### src/rtl/mips_pkg.sv
// Shared definitions for the MIPS core pipeline: ALU op encodings, register
// zero and the decoded control bundle carried from ID into EX.
package mips_pkg;

  localparam logic [3:0] ALU_ADD = 4'd0;
  localparam logic [3:0] ALU_SUB = 4'd1;
  localparam logic [3:0] ALU_AND = 4'd2;
  localparam logic [3:0] ALU_OR  = 4'd3;
  localparam logic [3:0] ALU_XOR = 4'd4;
  localparam logic [3:0] ALU_NOR = 4'd5;
  localparam logic [3:0] ALU_SLT = 4'd6;
  localparam logic [3:0] ALU_SLL = 4'd7;
  localparam logic [3:0] ALU_SRL = 4'd8;
  localparam logic [3:0] ALU_SRA = 4'd9;
  localparam logic [3:0] ALU_LUI = 4'd10;

  localparam logic [4:0] REG_ZERO = 5'd0;

  typedef struct packed {
    logic       reg_dst;
    logic       reg_write;
    logic       mem_read;
    logic       mem_write;
    logic       mem_to_reg;
    logic       alu_src;
    logic [3:0] alu_op;
  } ctrl_t;

  localparam ctrl_t CTRL_NOP = '0;

endpackage

### src/rtl/id_ex_stage_hazard_detect.sv
// Load-use hazard detection against the instruction sitting in EX, and the
// resulting front-end write enables. Purely combinational.
module hazard_detect
  import mips_pkg::*;
(
  input  logic       rst,
  input  logic       ex_valid,
  input  logic       ex_mem_read,
  input  logic [4:0] ex_rt,
  input  logic [4:0] id_rs,
  input  logic [4:0] id_rt,
  input  logic       id_use_rt,
  input  logic       flush,
  input  logic       ex_hold,
  output logic       load_use,
  output logic       pc_write,
  output logic       ifid_write
);

  logic rt_match;
  logic fe_en;

  always_comb begin
    rt_match   = (ex_rt == id_rs) || (id_use_rt && (ex_rt == id_rt));
    load_use   = !rst && ex_valid && ex_mem_read && (ex_rt != REG_ZERO) && rt_match;
    // A taken branch must always redirect the PC, even against hold or a hazard.
    fe_en      = rst || flush || !(ex_hold || load_use);
    pc_write   = fe_en;
    ifid_write = fe_en;
  end

endmodule

### src/rtl/id_ex_stage.sv
// ID/EX pipeline register with load-use bubble insertion, branch flush,
// EX hold and a saturating count of inserted load-use bubbles.
module id_ex_stage
  import mips_pkg::*;
#(
  parameter int DW    = 32,
  parameter int CNT_W = 16
) (
  input  logic             clk,
  input  logic             rst,
  input  logic [4:0]       id_rs,
  input  logic [4:0]       id_rt,
  input  logic [4:0]       id_rd,
  input  logic             id_use_rt,
  input  logic             id_reg_dst,
  input  logic             id_reg_write,
  input  logic             id_mem_read,
  input  logic             id_mem_write,
  input  logic             id_mem_to_reg,
  input  logic             id_alu_src,
  input  logic [3:0]       id_alu_op,
  input  logic [DW-1:0]    id_bus_a,
  input  logic [DW-1:0]    id_bus_b,
  input  logic [DW-1:0]    id_imm,
  input  logic [DW-1:0]    id_pc4,
  input  logic             flush,
  input  logic             ex_hold,
  output logic [4:0]       ex_rs,
  output logic [4:0]       ex_rt,
  output logic [4:0]       ex_rd,
  output logic [4:0]       ex_rw,
  output logic             ex_valid,
  output logic             ex_reg_dst,
  output logic             ex_reg_write,
  output logic             ex_mem_read,
  output logic             ex_mem_write,
  output logic             ex_mem_to_reg,
  output logic             ex_alu_src,
  output logic [3:0]       ex_alu_op,
  output logic [DW-1:0]    ex_bus_a,
  output logic [DW-1:0]    ex_bus_b,
  output logic [DW-1:0]    ex_imm,
  output logic [DW-1:0]    ex_pc4,
  output logic             pc_write,
  output logic             ifid_write,
  output logic             load_use,
  output logic [CNT_W-1:0] stall_cnt
);

  ctrl_t            id_ctrl;
  ctrl_t            ctrl_d, ctrl_q;
  logic             valid_d, valid_q;
  logic [4:0]       rs_d, rs_q, rt_d, rt_q, rd_d, rd_q;
  logic [DW-1:0]    bus_a_d, bus_a_q, bus_b_d, bus_b_q;
  logic [DW-1:0]    imm_d, imm_q, pc4_d, pc4_q;
  logic [CNT_W-1:0] stall_cnt_d, stall_cnt_q;

  hazard_detect u_hazard (
    .rst        (rst),
    .ex_valid   (valid_q),
    .ex_mem_read(ctrl_q.mem_read),
    .ex_rt      (rt_q),
    .id_rs      (id_rs),
    .id_rt      (id_rt),
    .id_use_rt  (id_use_rt),
    .flush      (flush),
    .ex_hold    (ex_hold),
    .load_use   (load_use),
    .pc_write   (pc_write),
    .ifid_write (ifid_write)
  );

  always_comb begin
    id_ctrl = '{reg_dst: id_reg_dst, reg_write: id_reg_write, mem_read: id_mem_read,
                mem_write: id_mem_write, mem_to_reg: id_mem_to_reg,
                alu_src: id_alu_src, alu_op: id_alu_op};
    ctrl_d      = ctrl_q;
    valid_d     = valid_q;
    rs_d        = rs_q;
    rt_d        = rt_q;
    rd_d        = rd_q;
    bus_a_d     = bus_a_q;
    bus_b_d     = bus_b_q;
    imm_d       = imm_q;
    pc4_d       = pc4_q;
    stall_cnt_d = stall_cnt_q;
    // Flush, bubble and normal load all capture the ID fields; only hold skips them.
    if (flush || !ex_hold) begin
      rs_d    = id_rs;
      rt_d    = id_rt;
      rd_d    = id_rd;
      bus_a_d = id_bus_a;
      bus_b_d = id_bus_b;
      imm_d   = id_imm;
      pc4_d   = id_pc4;
      if (flush || load_use) begin
        ctrl_d  = CTRL_NOP;
        valid_d = 1'b0;
        if (!flush && stall_cnt_q != {CNT_W{1'b1}}) begin
          stall_cnt_d = stall_cnt_q + CNT_W'(1);
        end
      end else begin
        ctrl_d  = id_ctrl;
        valid_d = 1'b1;
      end
    end
  end

  always_ff @(posedge clk or posedge rst) begin
    if (rst) begin
      ctrl_q      <= CTRL_NOP;
      valid_q     <= 1'b0;
      rs_q        <= '0;
      rt_q        <= '0;
      rd_q        <= '0;
      bus_a_q     <= '0;
      bus_b_q     <= '0;
      imm_q       <= '0;
      pc4_q       <= '0;
      stall_cnt_q <= '0;
    end else begin
      ctrl_q      <= ctrl_d;
      valid_q     <= valid_d;
      rs_q        <= rs_d;
      rt_q        <= rt_d;
      rd_q        <= rd_d;
      bus_a_q     <= bus_a_d;
      bus_b_q     <= bus_b_d;
      imm_q       <= imm_d;
      pc4_q       <= pc4_d;
      stall_cnt_q <= stall_cnt_d;
    end
  end

  always_comb begin
    ex_rs         = rs_q;
    ex_rt         = rt_q;
    ex_rd         = rd_q;
    ex_rw         = ctrl_q.reg_dst ? rd_q : rt_q;
    ex_valid      = valid_q;
    ex_reg_dst    = ctrl_q.reg_dst;
    ex_reg_write  = ctrl_q.reg_write;
    ex_mem_read   = ctrl_q.mem_read;
    ex_mem_write  = ctrl_q.mem_write;
    ex_mem_to_reg = ctrl_q.mem_to_reg;
    ex_alu_src    = ctrl_q.alu_src;
    ex_alu_op     = ctrl_q.alu_op;
    ex_bus_a      = bus_a_q;
    ex_bus_b      = bus_b_q;
    ex_imm        = imm_q;
    ex_pc4        = pc4_q;
    stall_cnt     = stall_cnt_q;
  end

endmodule

### config.mk
export PLATFORM = sky130hd
export DESIGN_NAME = id_ex_stage
export DESIGN_NICKNAME = d
export VERILOG_FILES = /design/src/rtl/mips_pkg.sv /design/src/rtl/id_ex_stage_hazard_detect.sv /design/src/rtl/id_ex_stage.sv
export SDC_FILE = /design/constraint.sdc
export NUM_CORES = 1
export LEC_CHECK = 0
export BUFFER_PORTS_ARGS = -buffer_cell sky130_fd_sc_hd__buf_2
export CAP_MARGIN = 10
export CORE_AREA = 2 2 132 134
export DETAILED_ROUTE_END_ITERATION = 8
export DIE_AREA = 0 0 134 136
export MAX_ROUTING_LAYER = met4
export PLACE_DENSITY_LB_ADDON = 0.1
export SETUP_SLACK_MARGIN = 0.5
export SYNTH_ARGS = -nofsm -noshare
export SYNTH_HDL_FRONTEND = slang
export SYNTH_HIERARCHICAL = 1
export SYNTH_SLANG_ARGS = --single-unit
### constraint.sdc
create_clock -name clk -period 7.8 [get_ports clk]
set_input_delay 1.56 -clock clk [delete_from_list [all_inputs] [get_ports clk]]
set_output_delay 1.56 -clock clk [all_outputs]
set_load 0.01 [all_outputs]
# Yosys cells after proc, flatten, opt, wreduce, memory -nomap -nowiden
# Cells that the tools add are included.
# totals
reg_bits	170
latchBits	0
ram_bits	0
rom_bits	0
elab_cells	41
memories	0
# classes
addsub	1
multipliers	0
div_mod_pow	0
order_cmp	0
eq_ne	3
shifts	0
muxes	3
bitwise	0
reduce_logical	18
# ops
cell	n
adder 16 x 1 -> 16 bit, second input constant	1
!= test 16 bit, second input constant	1
equality test 5 bit	2
2-to-1 mux 10 bit	1
logical AND 1 bit	6
logical OR 1 bit	6
2-to-1 mux 5 bit	1
nonzero test 5 bit	1
logical NOT 1 bit	4
AND reduction 3 bit	1
2-to-1 mux 1 bit	1

# Logic depth before layout (Yosys ltp)
# depth
word_depth	8
depth_mapped	9
depth_no_buf	8

# Modules after synthesis
# Netlist, hierarchy kept.
# by_module_without_submodules
mod	n_inst	cells_per_inst	area_per_inst_um2	seq_area_each_um2
id_ex_stage	1	405	6545.0	4254.1
hazard_detect	1	23	167.7	0.0

# Worst setup path after synthesis
# Ideal clock, no wire load.
# synth_path
kind	input to output
startpoint	input id_rt[4]
endpoint	output pc_write
arrival_time_ps	2682
path_slack_ps	3558
path_stages	5
path_cell_list	xor2_1 nor4_2 a32oi_1 o41a_1 buf_4
# synth_via
elab_chain_len	7
# synth_rtl
item	line_no	text
start, declared	id_ex_stage.sv:12	input logic [4:0] id_rt,
equality test 5 bit	id_ex_stage_hazard_detect.sv:24	rt_match = (ex_rt == id_rs) || (id_use_rt && (ex_rt == id_rt));
logical AND 1 bit	id_ex_stage_hazard_detect.sv:24	
logical OR 1 bit	id_ex_stage_hazard_detect.sv:24	
logical AND 1 bit	id_ex_stage_hazard_detect.sv:25	load_use = !rst && ex_valid && ex_mem_read && (ex_rt != REG_ZERO) && rt_match;
logical OR 1 bit	id_ex_stage_hazard_detect.sv:27	fe_en = rst || flush || !(ex_hold || load_use);
logical NOT 1 bit	id_ex_stage_hazard_detect.sv:27	
logical OR 1 bit	id_ex_stage_hazard_detect.sv:27	
end, declared	id_ex_stage.sv:44	output logic pc_write,
# Every way passes these cells.

# Worst setup path in the final report
# layout_path
startpoint	input id_rt[4]
endpoint	output ifid_write
# layout_via
elab_chain_len	7
# layout_rtl
item	line_no	text
equality test 5 bit	id_ex_stage_hazard_detect.sv:24	
logical AND 1 bit	id_ex_stage_hazard_detect.sv:24	
logical OR 1 bit	id_ex_stage_hazard_detect.sv:24	
logical AND 1 bit	id_ex_stage_hazard_detect.sv:25	
logical OR 1 bit	id_ex_stage_hazard_detect.sv:27	
logical NOT 1 bit	id_ex_stage_hazard_detect.sv:27	
logical OR 1 bit	id_ex_stage_hazard_detect.sv:27	
end, declared	id_ex_stage.sv:45	output logic ifid_write,
# Every way passes these cells.

==> flow_metrics.env <==
export IMPL_run_status="completed"
export IMPL_fin_worst_skew_ns=0.00733
export IMPL_die_area_um2=18200
export IMPL_die_width_um=134
export IMPL_design_portCount=336
export IMPL_total_overflow_reported_by_the_global_router=0
export IMPL_drc_errors=0
export IMPL_total_negative_setup_slack_ns=0
export IMPL_final_min_clock_period_ns=4.38
export IMPL_cts_htree_levels=4
export IMPL_dpl_cell_area_um2=8610
export IMPL_post_drt_via_cell_ratio=4.81
export IMPL_timing_slew_headroom=0.393
export IMPL_drt_pass1_iter_count=4
export IMPL_post_cts_setup_buffer_count=0
export IMPL_synthesis_nets=587
export IMPL_p_leak_nw=4.54
export IMPL_timing_final_ws_setup_ns=3.42
export IMPL_synth_yosys_seq_area_share=0.634
export IMPL_grt_pass1_vias=4940
export IMPL_hpwlAfterDp_mm=13.3
export IMPL_setup_worst_path_class="input pin to output pin"
export IMPL_areaGrowthSynthToFinish_pct=37.0
export IMPL_synth_edff_count=0
export IMPL_clock_tree_from_tritoncts="built"
export IMPL_synthesis_yosys_warnings=6
export IMPL_worst_setup_path_start_kind="input pin"
export IMPL_ys_ff_latch=170
export IMPL_ff2ff_path_depth=8
export IMPL_power_density_nw_per_um2=228
export IMPL_async_reset_ff_frac=1.00
export IMPL_worstHoldPathCells=1
export IMPL_wl_per_cell_um=17.6
export IMPL_final_hold_violation_count=0
export IMPL_worst_slew_pin_slew_ns=0.911
export IMPL_routabilityCongestion=0.895
export IMPL_buffer_ports_inserted=335
export IMPL_placeableCoreArea_um2=16900
export IMPL_fp_dieH_um=136
export IMPL_fmaxAchievable_mhz=228
export IMPL_timing_final_crit_share=0.562
export IMPL_dominant_register_cell_in_the_synthesized_netlist="dfrtp_1"
export IMPL_cts_buffers=17
export IMPL_mean_cell_area_of_the_mapped_netlist_um2=15.7
export IMPL_unrepaired_setup_endpoints_after_global_routing="no"
export IMPL_grt_use_total=0.194
export IMPL_critical_path_required_ns=6.24
export IMPL_clock_sinks=170
export IMPL_grt_pass1_wl_mm=26.3
export IMPL_antenna_left=0
export IMPL_setup_viol=0
export IMPL_synth_area_um2=6710
export IMPL_num_vias=4830
export IMPL_max_cap_violations=0
export IMPL_core_rowCount=48
export IMPL_finish_utilization=0.545
export IMPL_final_cell_area_um2=9200
export IMPL_initial_core_util=0.398
export IMPL_design_final_nets=924
export IMPL_ctsLongestPathBuffers=2
export IMPL_final_max_slew_viol_count=0
export IMPL_vdd_ir_drop_worst_mv=0.152
export IMPL_insertion_delay_ns=0.43
export IMPL_postRouteWirelength_mm=17.7
export IMPL_placement_setup_worst_slack_ns=3.42
export IMPL_number_of_antenna_violations_at_the_first_check_in_global_routing=2
export IMPL_worst_setup_path_end_kind="output pin"
export IMPL_cell_count_after_synthesis=428
export IMPL_cts_hold_fix_buffers=0
export IMPL_post_cts_resize_count=0
export IMPL_cts_clk_slew_worst_paths_ns=0.06
export IMPL_maximum_number_of_pins_on_one_net_before_global_route_repair=101
export IMPL_clock_tree_root_cell="clkbuf_16"
export IMPL_min_delay_path_class="flip-flop to flip-flop"
export IMPL_worst_endpoint_arrival_ns=2.82
export IMPL_cp_max_fo=2
export IMPL_drt_iter0_drc=176
export IMPL_synth_distinct_cells=38
export IMPL_drive_gt1_frac=0.685
-- routing by layer --
| layer | track usage | wire length [µm] | vias to the layer above |
|---|---|---|---|
| li1 | - | - | 2219 |
| met1 | 0.219 | 6880 | 2355 |
| met2 | 0.323 | 8990 | 230 |
| met3 | 0.0645 | 1440 | 26 |
| met4 | 0.0727 | 386 | 0 |
| met5 | - | 0 | - |
-- through the flow --
stage	hold slack (ns)	total power [W]	std cells
after floorplan	0.521	0.00114	428
after global placement	0.482	0.00128	971
after detailed placement	0.487	0.00128	971
after CTS	0.503	0.00212	1003
after global routing	0.511	0.00219	1005
final	0.499	0.00209	1005
-- where the power goes --
group          internal, W  switching [W]
logic             0.000141       0.000136
registers         0.000947      0.0000366
clock network     0.000453       0.000378
-- critical path, stage by stage --
cell	delay [ns]
buf_2	0.11
xor2_1	0.15
nor4_2	0.30
a32oi_1	0.16
o41a_1	0.40
buf_2	0.15
-- Yosys cell counts, types with 2 or more instances --
master,count,area share
clkbuf_1,3,0.0017
nor3_1,5,0.0037
nor4_2,2,0.0037
nand4_1,5,0.0047
nand3_1,3,0.0022
nor2_1,6,0.0034
xor2_1,19,0.025
nor4_1,4,0.0037
buf_2,15,0.011
nand2_1,5,0.0028
xnor2_1,3,0.0039
dfrtp_1,170,0.63
mux2_2,150,0.25
nor4b_2,2,0.0045
a22o_1,10,0.013
a31oi_1,4,0.0037
-- placed cells by master, fill, tap and decap left out, drive strengths merged, types with 2 or more instances in the layout --
cell type / count
a22o: 10
a31oi: 4
buf: 339
clkbuf: 17
clkinv: 3
clkinvlp: 2
dfrtp: 170
diode: 2
inv: 10
mux2: 150
nand2: 5
nand3: 3
nand4: 6
nor2: 7
nor3: 5
nor4: 7
nor4b: 2
or2: 2
xnor2: 3
xor2: 19
-- logic make-up (layout without fill, tap and decap cells) --
family,count (synthesis),in the layout,synth area share
AOI/OAI and AO/OA,19,19,0.0231
other,0,2,0
xor gates and xnor gates,22,22,0.0287
and+or+nand+nor,44,44,0.0442
buffers and inverters,22,372,0.0168
adders and majority gates,1,1,0.00186
DFF,170,170,0.634
muxes,150,150,0.252
-- final timing paths --
path | slack, ns | start | end
min | 0.50 | ex_imm[12] | ex_imm[12]
min in group asynchronous | 1.35 | rst | ex_pc4[0]
max in group asynchronous | 4.98 | rst | ex_imm[3]
max reg2reg | 4.94 | ex_rt[4] | stall_cnt[15]
max | 3.42 | id_rt[4] | ifid_write
min reg2reg | 0.50 | ex_imm[12] | ex_imm[12]
-- final cells by class --
type,count,area (µm²)
clock inverters,15,156
clock buffers,17,425
diodes,2,5.00
inverters,1,8.76
fillers,1457,7680
multi-input cells,236,2360
repair buffers,339,1710
flip-flops and latches,170,4250
well taps,225,282
Power figures use the tool's default switching activity.
